[config.mk]
export PLATFORM = sky130hd
export DESIGN_NAME = apb_master_ctrl
export DESIGN_NICKNAME = d
export VERILOG_FILES = /design/src/rtl/apb_pkg.sv /design/src/rtl/apb_timeout_cnt.sv /design/src/rtl/apb_master_ctrl.sv
export SDC_FILE = /design/constraint.sdc
export NUM_CORES = 1
export LEC_CHECK = 0
export BUFFER_PORTS_ARGS = -buffer_cell sky130_fd_sc_hd__buf_2
export CORE_MARGIN = 4
export CORE_UTILIZATION = 48
export DETAILED_ROUTE_END_ITERATION = 8
export PLACE_DENSITY = 0.8
export SKIP_LAST_GASP = 1
export SYNTH_ARGS = -nofsm -noshare
export SYNTH_HDL_FRONTEND = slang
export SYNTH_SLANG_ARGS = --single-unit
[constraint.sdc]
create_clock -name pclk -period 3.7 [get_ports pclk]
set_clock_uncertainty 0.2 [all_clocks]
set_input_delay 0.555 -clock pclk [delete_from_list [all_inputs] [get_ports pclk]]
set_output_delay 0.555 -clock pclk [all_outputs]
set_load 0.02 [all_outputs]
[src/rtl/apb_pkg.sv]
// -----------------------------------------------------------------------------
// apb_pkg
// Shared definitions for the APB requester (apb_master_ctrl) and the APB
// slave (apb_s).
//   apb_state_e      : requester FSM state encoding (IDLE / SETUP / ACCESS)
//   APB_ADDR_W       : default address width
//   APB_DATA_W       : default data width
//   APB_TO_CNT_W     : width of the optional ACCESS wait-state counter
// -----------------------------------------------------------------------------
package apb_pkg;

  localparam int APB_ADDR_W   = 4;
  localparam int APB_DATA_W   = 8;
  localparam int APB_TO_CNT_W = 8;

  typedef enum logic [1:0] {
    IDLE   = 2'd0,
    SETUP  = 2'd1,
    ACCESS = 2'd2
  } apb_state_e;

endpackage

[src/rtl/apb_timeout_cnt.sv]
// -----------------------------------------------------------------------------
// apb_timeout_cnt
// Wait-state counter for the requester's ACCESS phase. Only present in builds
// with APB_TIMEOUT_EN defined; in the default build this file contributes no
// module, so nothing dangles unused at the top of the hierarchy.
//   clk_i   : clock (rising edge)
//   rst_i   : asynchronous active-high reset
//   clr_i   : clear the count (asserted on the cycle that enters ACCESS)
//   inc_i   : count one ACCESS cycle in which the slave stalled
//   hit_o   : count has reached LIMIT-1 (combinational from the count)
// Parameter LIMIT: number of stalled ACCESS cycles allowed, 2..255.
// -----------------------------------------------------------------------------
`ifdef APB_TIMEOUT_EN
module apb_timeout_cnt
  import apb_pkg::*;
#(
  parameter int LIMIT = 16
) (
  input  logic clk_i,
  input  logic rst_i,
  input  logic clr_i,
  input  logic inc_i,
  output logic hit_o
);

  logic [APB_TO_CNT_W-1:0] cnt_q;
  logic [APB_TO_CNT_W-1:0] cnt_d;

  always_comb begin
    cnt_d = cnt_q;
    if (clr_i) begin
      cnt_d = '0;
    end else if (inc_i) begin
      cnt_d = cnt_q + 1'b1;
    end
  end

  always_ff @(posedge clk_i or posedge rst_i) begin
    if (rst_i) begin
      cnt_q <= '0;
    end else begin
      cnt_q <= cnt_d;
    end
  end

  // The count equals the index of the current ACCESS cycle (0-based), so a
  // hit means this is the LIMIT-th ACCESS cycle.
  assign hit_o = (cnt_q == APB_TO_CNT_W'(LIMIT - 1));

endmodule
`endif

[src/rtl/apb_master_ctrl.sv]
// -----------------------------------------------------------------------------
// apb_master_ctrl
// APB requester: accepts one command at a time, runs the SETUP/ACCESS
// transfer on the APB bus, holds ACCESS while the slave stalls, and returns a
// one-cycle response pulse.
//
// Command handshake: a command transfers on a rising edge where cmd_valid and
// cmd_ready are both high. cmd_ready is high only in IDLE and does not depend
// on cmd_valid; the requester must hold the command stable until it transfers.
// The response side has no back-pressure: rsp_valid is a single-cycle pulse.
//
// Ports:
//   pclk, preset               : clock, asynchronous active-high reset
//   cmd_valid/ready/write/addr/wdata : command interface
//   rsp_valid/rdata/err        : response pulse, read data, timeout flag
//   psel/penable/pwrite/paddr/pwdata : APB request outputs (all registered)
//   prdata/pready              : APB slave returns
//
// Build option APB_TIMEOUT_EN: abort a transfer after TIMEOUT_CYC ACCESS
// cycles without pready, returning rsp_err = 1. Without it ACCESS waits
// indefinitely and rsp_err is tied low.
// -----------------------------------------------------------------------------
module apb_master_ctrl
  import apb_pkg::*;
#(
  parameter int ADDR_W      = APB_ADDR_W,
  parameter int DATA_W      = APB_DATA_W,
  parameter int TIMEOUT_CYC = 16
) (
  input  logic              pclk,
  input  logic              preset,
  input  logic              cmd_valid,
  output logic              cmd_ready,
  input  logic              cmd_write,
  input  logic [ADDR_W-1:0] cmd_addr,
  input  logic [DATA_W-1:0] cmd_wdata,
  output logic              rsp_valid,
  output logic [DATA_W-1:0] rsp_rdata,
  output logic              rsp_err,
  output logic              psel,
  output logic              penable,
  output logic              pwrite,
  output logic [ADDR_W-1:0] paddr,
  output logic [DATA_W-1:0] pwdata,
  input  logic [DATA_W-1:0] prdata,
  input  logic              pready
);

  if (TIMEOUT_CYC < 2 || TIMEOUT_CYC > 255) begin : g_bad_timeout
    $error("apb_master_ctrl: TIMEOUT_CYC must be in 2..255");
  end

  apb_state_e          state_q,     state_d;
  logic                psel_q,      psel_d;
  logic                penable_q,   penable_d;
  logic                pwrite_q,    pwrite_d;
  logic [ADDR_W-1:0]   paddr_q,     paddr_d;
  logic [DATA_W-1:0]   pwdata_q,    pwdata_d;
  logic                rsp_valid_q, rsp_valid_d;
  logic [DATA_W-1:0]   rsp_rdata_q, rsp_rdata_d;

`ifdef APB_TIMEOUT_EN
  logic rsp_err_q, rsp_err_d;
  logic to_hit;

  apb_timeout_cnt #(
    .LIMIT (TIMEOUT_CYC)
  ) u_timeout_cnt (
    .clk_i (pclk),
    .rst_i (preset),
    .clr_i (state_q == SETUP),
    .inc_i ((state_q == ACCESS) && !pready),
    .hit_o (to_hit)
  );
`endif

  always_comb begin
    state_d     = state_q;
    psel_d      = psel_q;
    penable_d   = penable_q;
    pwrite_d    = pwrite_q;
    paddr_d     = paddr_q;
    pwdata_d    = pwdata_q;
    rsp_valid_d = 1'b0;
    rsp_rdata_d = rsp_rdata_q;
`ifdef APB_TIMEOUT_EN
    rsp_err_d   = 1'b0;
`endif

    unique case (state_q)
      IDLE: begin
        if (cmd_valid) begin
          pwrite_d  = cmd_write;
          paddr_d   = cmd_addr;
          pwdata_d  = cmd_wdata;
          psel_d    = 1'b1;
          penable_d = 1'b0;
          state_d   = SETUP;
        end
      end
      SETUP: begin
        // pready is not looked at here; SETUP is always exactly one cycle.
        penable_d = 1'b1;
        state_d   = ACCESS;
      end
      ACCESS: begin
        // A pready arriving on the limit cycle takes priority over abort.
        if (pready) begin
          psel_d      = 1'b0;
          penable_d   = 1'b0;
          rsp_valid_d = 1'b1;
          rsp_rdata_d = pwrite_q ? '0 : prdata;
          state_d     = IDLE;
        end
`ifdef APB_TIMEOUT_EN
        else if (to_hit) begin
          psel_d      = 1'b0;
          penable_d   = 1'b0;
          rsp_valid_d = 1'b1;
          rsp_err_d   = 1'b1;
          rsp_rdata_d = '0;
          state_d     = IDLE;
        end
`endif
      end
      default: begin
        psel_d    = 1'b0;
        penable_d = 1'b0;
        state_d   = IDLE;
      end
    endcase
  end

  always_ff @(posedge pclk or posedge preset) begin
    if (preset) begin
      state_q     <= IDLE;
      psel_q      <= 1'b0;
      penable_q   <= 1'b0;
      pwrite_q    <= 1'b0;
      paddr_q     <= '0;
      pwdata_q    <= '0;
      rsp_valid_q <= 1'b0;
      rsp_rdata_q <= '0;
    end else begin
      state_q     <= state_d;
      psel_q      <= psel_d;
      penable_q   <= penable_d;
      pwrite_q    <= pwrite_d;
      paddr_q     <= paddr_d;
      pwdata_q    <= pwdata_d;
      rsp_valid_q <= rsp_valid_d;
      rsp_rdata_q <= rsp_rdata_d;
    end
  end

`ifdef APB_TIMEOUT_EN
  always_ff @(posedge pclk or posedge preset) begin
    if (preset) begin
      rsp_err_q <= 1'b0;
    end else begin
      rsp_err_q <= rsp_err_d;
    end
  end
  assign rsp_err = rsp_err_q;
`else
  assign rsp_err = 1'b0;
`endif

  assign cmd_ready = (state_q == IDLE);
  assign psel      = psel_q;
  assign penable   = penable_q;
  assign pwrite    = pwrite_q;
  assign paddr     = paddr_q;
  assign pwdata    = pwdata_q;
  assign rsp_valid = rsp_valid_q;
  assign rsp_rdata = rsp_rdata_q;

endmodule

==> impl_metrics.env, run 1 <==
export IMPL_status="complete, no violations"
export IMPL_ir_drop_mv=0.442
export IMPL_total_power_mw=1.10
export IMPL_critPathMaxFanout=5
export IMPL_end_kind="output pin"
export IMPL_synthArstFlopShare_pct=100
export IMPL_yosysTopAreaCellShare_pct=60.1
export IMPL_grt_pass1_vias=692
export IMPL_die_area_sq_um=2980
export IMPL_critPathSlowestCell="dfrtp_1"
export IMPL_cts_hold_buf=0
export IMPL_period_needed_ps=1800
export IMPL_finalSetupViolations=0
export IMPL_gp_congestion=0.705
export IMPL_netlist_top_cells_area="dfrtp_1 (60%), mux2_4 (13%), nand2b_1 (4.8%), mux2_2 (4.3%), o21ai_0 (3.8%)"
export IMPL_vias=705
export IMPL_post_cts_setup_buffer_count=0
export IMPL_fin_setup_tns_ps=0
export IMPL_ant_nets=0
export IMPL_hold_violations=0
export IMPL_drt_wl_total_mm=1.93
export IMPL_p_sw_mw=0.433
export IMPL_wl_met3_um=109
export IMPL_postCtsResizedCells=0
export IMPL_vias_per_cell=4.58
export IMPL_grt_first_pass_wirelength_mm=2.95
export IMPL_root_buffer="clkbuf_4"
export IMPL_grtUsageTotal_pct=14.2
export IMPL_syn_avg_cell_area_sq_um=13.3
export IMPL_hpwl_mm=1.56
export IMPL_path_buf_inv=1
export IMPL_place_ws_ps=2030
export IMPL_drc=0
export IMPL_top_level_ports=51
export IMPL_intPower_mw=0.664
export IMPL_cap_violations=0
export IMPL_die_w_um=54.6
export IMPL_synth_edff_count=0
export IMPL_drt_met1_wl_um=763
export IMPL_p_sw_share_pct=39.5
export IMPL_yosys_warnings=0
export IMPL_path_cells="nor2_2 -> buf_2"
export IMPL_hold_path_class="primary input to async pin"
export IMPL_rows=16
export IMPL_crit_start="state_q[0]$_DFFE_PP0P_"
export IMPL_floorplan_initialDensity_pct=52.0
export IMPL_clock_sinks=25
export IMPL_cts_tree="built"
export IMPL_pwr_share_comb_pct=47.6
export IMPL_cts_inserted_buffers=3
export IMPL_drt_iter0_drc=4
export IMPL_synth_top_area_cell="dfrtp_1"
export IMPL_p_seq_share_pct=41.9
export IMPL_syn_cell_area_sq_um=1040
export IMPL_cp_top_family="flip-flops"
export IMPL_reg2reg_from="state_q[0]$_DFFE_PP0P_"
export IMPL_cp_num_cells=2
export IMPL_power_density_nw_per_um2=842
export IMPL_dpl_cell_area_sq_um=1280
export IMPL_nets=153
export IMPL_rrSetupSlack_ps=2150
export IMPL_slowest_delay_ps=440
export IMPL_port_buffer_count=49
export IMPL_critPathLaunchType="flop"
export IMPL_clock_latency_ps=300
export IMPL_report_final_slew_viol_count=0
export IMPL_synth_flop_cell="dfrtp_1"
export IMPL_fp_dieH_um=54.6
export IMPL_drive_above_1_share_pct=53.5
export IMPL_rr_endpoint="paddr[3]$_DFFE_PP0P_"
export IMPL_crit_end="cmd_ready"
export IMPL_synth_distinct_cells=19
export IMPL_top_layer="met4"
export IMPL_core_area_sq_um=2000
export IMPL_cp_data_required_time_ps=2940
export IMPL_clockBufferDepth=2
export IMPL_timing_fmax_ghz=0.555
export IMPL_synthCells=78
export IMPL_pwr_share_clk_pct=10.5
export IMPL_drtPass1Iterations=2
export IMPL_synth_top_cells_by_count="dfrtp_1 (25), mux2_4 (9), nand2_1 (8), nand2b_1 (8), o21ai_0 (8)"
export IMPL_grt_ovfl_total=0
export IMPL_grt_max_degree=26
export IMPL_synthesis_nets=103
export IMPL_setup_ws_ps=1900
export IMPL_slew_headroom_pct=41.0
export IMPL_whs_ps=221
export IMPL_clk_pin_slew_ps=130
export IMPL_critPathKind="flop to output pin"
export IMPL_tightest_slew_ps=883
export IMPL_synth_ff_latch_count=25
export IMPL_rsz0062_at_grt="no"
export IMPL_routedWlPerCell_um=12.6
export IMPL_h_tree_depth=1
export IMPL_diodes=0
export IMPL_synthToLayoutAreaGrowth_pct=25.1
export IMPL_met2_length_mm=1.04
export IMPL_final_cell_area_sq_um=1300
export IMPL_post_synth_top_count_cell="dfrtp_1"
export IMPL_antenna_found_initial=0
export IMPL_yosysSeqAreaShare_pct=60.1
export IMPL_r2r_cells=3
export IMPL_finalCritPeriodShare_pct=48.7
export IMPL_p_leak_nw=0.697
export IMPL_cp_arrival_ps=1050
[cells in the final DEF, fill, tap and decap left out]
cell / instances
buf_2: 49
nand3b_1: 1
nand2_1: 8
dfrtp_1: 25
a22oi_1: 1
o21ai_0: 8
clkbuf_4: 3
inv_1: 4
clkbuf_1: 1
mux2_2: 4
nor2_2: 1
nand2b_1: 8
nor3_1: 1
a21o_2: 1
mux2_4: 9
and2_4: 1
conb_1: 1
o2bb2ai_1: 1
[cell families (layout without fill, tap and decap cells)]
family | Yosys count | count (layout) | share of synthesized area, %
other | 1 | 1 | 0.360
and+or+nand+nor | 20 | 20 | 10.3
AOI/OAI and AO/OA | 11 | 11 | 6.25
buffers and inverters | 8 | 57 | 5.65
DFF | 25 | 25 | 60.1
muxes | 13 | 13 | 17.3
[metal layers]
layer  vias to the layer above  global-route usage [%]
li1                        352                       -
met1                       328                    16.5
met2                        23                    26.7
met3                         2                   0.817
met4                         0                    6.22
met5                         -                       0
[cell type report]
| cell class | instances | area [sq um] |
|---|---|---|
| repair buffers | 49 | 245 |
| clock buffers | 4 | 26.3 |
| inverters | 4 | 15.0 |
| well taps | 27 | 33.8 |
| fillers | 168 | 699 |
| flip-flops and latches | 25 | 626 |
| multi-input cells | 45 | 357 |
[registers in the layout (all words and copies together) (netlist names)]
register and count:
rsp_rdata 8, pwdata 8, pwrite 1, paddr 4, rsp_valid 1, state_q 2
psel 1
[how the worst min path moves through the flow]
stage / to / slack, ps / cells past startpoint
floorplan: psel$_DFFE_PP0P_ / 290 / 1
global placement: rsp_rdata[1]$_DFFE_PP0P_ / 260 / 2
detailed placement: rsp_rdata[1]$_DFFE_PP0P_ / 260 / 2
CTS: rsp_rdata[1]$_DFFE_PP0P_ / 240 / 2
global route: paddr[0]$_DFFE_PP0P_ / 270 / 2
finish: rsp_rdata[1]$_DFFE_PP0P_ / 220 / 2
[worst reg2reg max path, cell delays in order, from the launching register on]
cell     delay, ps
dfrtp_1        440
nor2_2         130
and2_4         300
mux2_2         370
[power groups by stage]
| stage | logic [mW] | registers [mW] | clock network, mW |
|---|---|---|---|
| after global placement | 0.517 | 0.460 | 0 |
| after detailed placement | 0.530 | 0.469 | 0 |
| after floorplan | 0.236 | 0.606 | 0 |
| after CTS | 0.532 | 0.462 | 0.119 |
| after global routing | 0.565 | 0.477 | 0.127 |
| final | 0.522 | 0.460 | 0.115 |
[metrics by stage]
stage	util [%]	cells
global placement	63.7	150
floorplan	-	78
detailed placement	63.7	150
CTS	65.1	154
global route	65.1	154
finish	65.1	154
Power figures use the tool's default switching activity.
==> run 2: changes to the inputs <==
Settings changed: CORE_UTILIZATION 48 to 44, PLACE_DENSITY 0.8 to 0.74.
Clock period 3.7 ns to 1.8 ns, I/O delays scaled along.
==> impl_metrics.env, run 2 (same netlist as run 1, synthesis figures left out) <==
export IMPL_drt_iter0_drc=3
export IMPL_finalSetupViolations=0
export IMPL_seq_area_sq_um=626
export IMPL_use_met1_pct=19.0
export IMPL_antenna_found_initial=0
export IMPL_hold_violations=0
export IMPL_ant_nets=0
export IMPL_rsz0062_at_grt="no"
export IMPL_h_tree_depth=1
export IMPL_post_cts_setup_buffer_count=0
export IMPL_diodes=0
export IMPL_root_buffer="clkbuf_4"
export IMPL_top_level_ports=51
export IMPL_nets=176
export IMPL_report_final_slew_viol_count=0
export IMPL_use_met2_pct=24.4
export IMPL_critPathKind="flop to flop"
export IMPL_clock_sinks=25
export IMPL_finalCritPeriodShare_pct=85.8
export IMPL_end_kind="flop"
export IMPL_cts_tree="built"
export IMPL_rows=17
export IMPL_grtUsageTotal_pct=15.0
export IMPL_status="complete, no violations"
export IMPL_cp_data_required_time_ps=1800
export IMPL_ir_drop_mv=0.999
export IMPL_finalCoreUtilization_pct=68.6
export IMPL_grtUsageMet3_pct=3.45
export IMPL_drc=0
export IMPL_drt_wl_total_mm=2.20
export IMPL_critPathMaxFanout=14
export IMPL_floorplan_initialDensity_pct=46.6
export IMPL_vias_per_cell=4.48
export IMPL_total_power_mw=2.31
export IMPL_critPathLaunchType="flop"
export IMPL_cp_arrival_ps=1540
export IMPL_timing_fmax_ghz=0.648
export IMPL_port_buffer_count=49
export IMPL_grt_max_degree=26
export IMPL_fill_cells=161
export IMPL_final_common_cell="buf_2"
export IMPL_multi_input_area_sq_um=357
export IMPL_gp_congestion=0.632
export IMPL_layout_common_cells="buf_2 (49), dfrtp_1 (25), dlygate4sd3_1 (22), mux2_4 (9)"
export IMPL_period_needed_ps=1540
export IMPL_busiest_layer="met2"
export IMPL_cts_inserted_buffers=3
export IMPL_hold_path_class="primary input to flop"
export IMPL_fin_setup_tns_ps=0
export IMPL_final_cell_count_no_fill=178
export IMPL_clk_pin_slew_ps=140
export IMPL_cap_violations=0
export IMPL_die_w_um=56.6
export IMPL_grt_ovfl_total=0
export IMPL_fp_dieH_um=56.6
export IMPL_vias=797
export IMPL_routedWlPerCell_um=12.4
export IMPL_die_area_sq_um=3210
export IMPL_dpl_cell_area_sq_um=1280
export IMPL_final_cell_area_sq_um=1530
export IMPL_grt_pass1_vias=802
export IMPL_grt_first_pass_wirelength_mm=3.70
export IMPL_clock_latency_ps=320
export IMPL_dp_cells=152
export IMPL_synthToLayoutAreaGrowth_pct=47.2
export IMPL_p_leak_nw=0.796
export IMPL_drtPass1Iterations=2
export IMPL_postCtsResizedCells=0
export IMPL_hpwl_mm=1.57
export IMPL_clockBufferDepth=2
export IMPL_drive_above_1_share_pct=46.7
export IMPL_power_density_nw_per_um2=1500
export IMPL_core_area_sq_um=2230
==> run 2: cell type report <==
cell class | count | share of cell area (%)
multi-input cells | 45 | 23.3
flip-flops and latches | 25 | 40.8
well taps | 28 | 2.29
clock inverters | 1 | 0.327
inverters | 4 | 0.980
repair buffers | 72 | 30.9
clock buffers | 3 | 1.47
==> run 2: final timing paths <==
kind | from | endpoint | slack [ps] | cells after the start
max | state_q[0]$_DFFE_PP0P_ | pwdata[3]$_DFFE_PP0P_ | 260 | 3
min | cmd_valid | psel$_DFFE_PP0P_ | 100 | 3
max reg2reg | state_q[0]$_DFFE_PP0P_ | pwdata[3]$_DFFE_PP0P_ | 260 | 3
min reg2reg | rsp_rdata[2]$_DFFE_PP0P_ | rsp_rdata[2]$_DFFE_PP0P_ | 290 | 2
max in group asynchronous | preset | state_q[1]$_DFFE_PP0P_ | 840 | 4
min in group asynchronous | preset | pwdata[0]$_DFFE_PP0P_ | 320 | 4
==> run 2: routing by layer <==
layer  vias up  wire length [um]
met3         2               135
met4         0                17
li1        398                 -
met1       373               917
met5         -                 0
met2        24              1130
==> run 2: per-stage QoR <==
| step | hold WS (ps) | setup WS [ps] |
|---|---|---|
| floorplan | 97.3 | 50.7 |
| global placement | 122 | 318 |
| detailed placement | 132 | 245 |
| CTS | 85.9 | 231 |
| global route | 113 | 158 |
| finish | 97.9 | 256 |
==> run 2: power by group <==
part	total [mW]	switching [mW]	internal, mW
Combinational	1.11	0.598	0.510
Sequential	0.957	0.156	0.801
Clock	0.240	0.157	0.0830
Total	2.31	0.912	1.39
==> run 2: timing repair <==
action | 4_1_cts | 5_1_grt
hold buffers | 22 | 0
setup endpoints to repair | 0 | 0
endpoints found under the hold margin | 46 | 0
==> run 2: critical path: stages, from the launching register on <==
cell     delay, ps
dfrtp_1        440
nor2_2         140
and2_4         300
mux2_2         370
==> run 3: changes to the inputs <==
Settings changed: CORE_MARGIN 4 to 10, CORE_UTILIZATION 44 to 35, PLACE_DENSITY 0.74 to 0.61.
==> impl_metrics.env, run 3 (same netlist as run 1, synthesis figures left out) <==
export IMPL_rows=19
export IMPL_cts_tree="built"
export IMPL_grt_ovfl_total=0
export IMPL_gp_congestion=0.735
export IMPL_vias_per_cell=4.37
export IMPL_critPathLaunchType="flop"
export IMPL_grt_max_degree=26
export IMPL_grt_pass1_vias=877
export IMPL_end_kind="flop"
export IMPL_ir_drop_mv=0.710
export IMPL_drt_iter0_drc=27
export IMPL_tightest_slew_ps=525
export IMPL_hold_path_class="primary input to flop"
export IMPL_layout_common_cells="buf_2 (49), dfrtp_1 (25), dlygate4sd3_1 (20), mux2_4 (9)"
export IMPL_drt_wl_total_mm=2.57
export IMPL_finalSetupViolations=0
export IMPL_cts_hold_buf=20
export IMPL_h_tree_depth=1
export IMPL_slew_headroom_pct=64.9
export IMPL_top_level_ports=51
export IMPL_clock_sinks=25
export IMPL_path_buf_inv=0
export IMPL_finalCoreUtilization_pct=54.1
export IMPL_postCtsResizedCells=0
export IMPL_synthToLayoutAreaGrowth_pct=45.7
export IMPL_p_leak_nw=0.788
export IMPL_final_common_cell="buf_2"
export IMPL_clk_pin_slew_ps=130
export IMPL_finalCritPeriodShare_pct=85.9
export IMPL_hold_violations=0
export IMPL_cp_arrival_ps=1550
export IMPL_cts_inserted_buffers=3
export IMPL_timing_fmax_ghz=0.646
export IMPL_vias=783
export IMPL_fin_setup_tns_ps=0
export IMPL_routedWlPerCell_um=14.4
export IMPL_report_final_slew_viol_count=0
export IMPL_drive_above_1_share_pct=47.3
export IMPL_fill_cells=264
export IMPL_grt_first_pass_wirelength_mm=4.17
export IMPL_period_needed_ps=1550
export IMPL_fp_dieH_um=74.5
export IMPL_die_w_um=74.5
export IMPL_clockBufferDepth=2
export IMPL_cp_data_required_time_ps=1810
export IMPL_critPathKind="flop to flop"
export IMPL_path_cells="nor2_2 -> and2_4 -> mux2_2"
export IMPL_floorplan_initialDensity_pct=37.1
export IMPL_antenna_found_initial=0
export IMPL_critPathSlowestCell="dfrtp_1"
export IMPL_hpwl_mm=1.79
export IMPL_seq_area_sq_um=626
export IMPL_port_buffer_count=49
export IMPL_post_cts_setup_buffer_count=0
export IMPL_ant_nets=0
export IMPL_core_area_sq_um=2810
export IMPL_cap_violations=0
export IMPL_nets=174
export IMPL_power_density_nw_per_um2=1520
export IMPL_critPathMaxFanout=14
export IMPL_status="complete, no violations"
export IMPL_multi_input_area_sq_um=357
export IMPL_rsz0062_at_grt="no"
export IMPL_diodes=0
export IMPL_drc=0
export IMPL_drtPass1Iterations=4
export IMPL_grtUsageTotal_pct=9.69
export IMPL_whs_ps=22.1
export IMPL_clock_latency_ps=300
export IMPL_slowest_delay_ps=450
export IMPL_root_buffer="clkbuf_4"
export IMPL_cp_top_family="flip-flops"
export IMPL_die_area_sq_um=5560
[run 3: changes by cell type in the layout (fill, tap and decap cells not counted), sizes merged]
cell,previous run,this run
dlygate4sd3,22,20
[run 3: path summary, 6_finish.rpt]
| check | from | cells after the start | slack [ps] | endpoint |
|---|---|---|---|---|
| worst max register to register | state_q[0]$_DFFE_PP0P_ | 3 | 250 | pwdata[7]$_DFFE_PP0P_ |
| worst min-delay path | prdata[3] | 3 | 20 | rsp_rdata[3]$_DFFE_PP0P_ |
| min in group asynchronous | preset | 4 | 350 | pwdata[3]$_DFFE_PP0P_ |
| max in group asynchronous | preset | 4 | 820 | rsp_rdata[6]$_DFFE_PP0P_ |
| worst min register to register | rsp_rdata[2]$_DFFE_PP0P_ | 2 | 290 | rsp_rdata[2]$_DFFE_PP0P_ |
| worst max-delay path | state_q[0]$_DFFE_PP0P_ | 3 | 250 | pwdata[7]$_DFFE_PP0P_ |
[run 3: worst reg2reg max path: cells and delay by family (launching register included)]
kind,cells,cell delay [ps]
DFF,1,450
and+or+nand+nor,2,440
muxes,1,360
[run 3: layout make-up]
class / count / area share [%]
clock buffer: 3 / 1.49
sequential: 25 / 41.3
clock inverter: 1 / 0.330
timing repair buffer: 70 / 29.9
tap: 31 / 2.56
inverter: 4 / 0.990
multi-input combinational: 45 / 23.5
[run 3: power breakdown]
group / internal, mW / leakage, nW / switching, mW
registers: 0.801 / 0.306 / 0.154
clock network: 0.0828 / 0.0177 / 0.154
logic: 0.507 / 0.465 / 0.601
[run 3: metal layers]
metal  up-vias  part of all wire (%)  GRT usage, %  wire length (um)
met2        20                    54          17.3              1400
met3         2                   5.4          2.26               139
met5         -                     0             0                 0
li1        392                     -             -                 -
met4         0                   1.7          5.04                44
met1       369                    38          10.4               987
[run 3: stage by stage]
stage,setup slack (ps),area (sq um),power [mW],cells
final,253,1520,2.30,179
after global routing,69.1,1520,2.46,179
after CTS,234,1520,2.34,179
after detailed placement,252,1290,2.07,155
after global placement,303,1290,2.04,155
after floorplan,50.7,1040,1.73,78
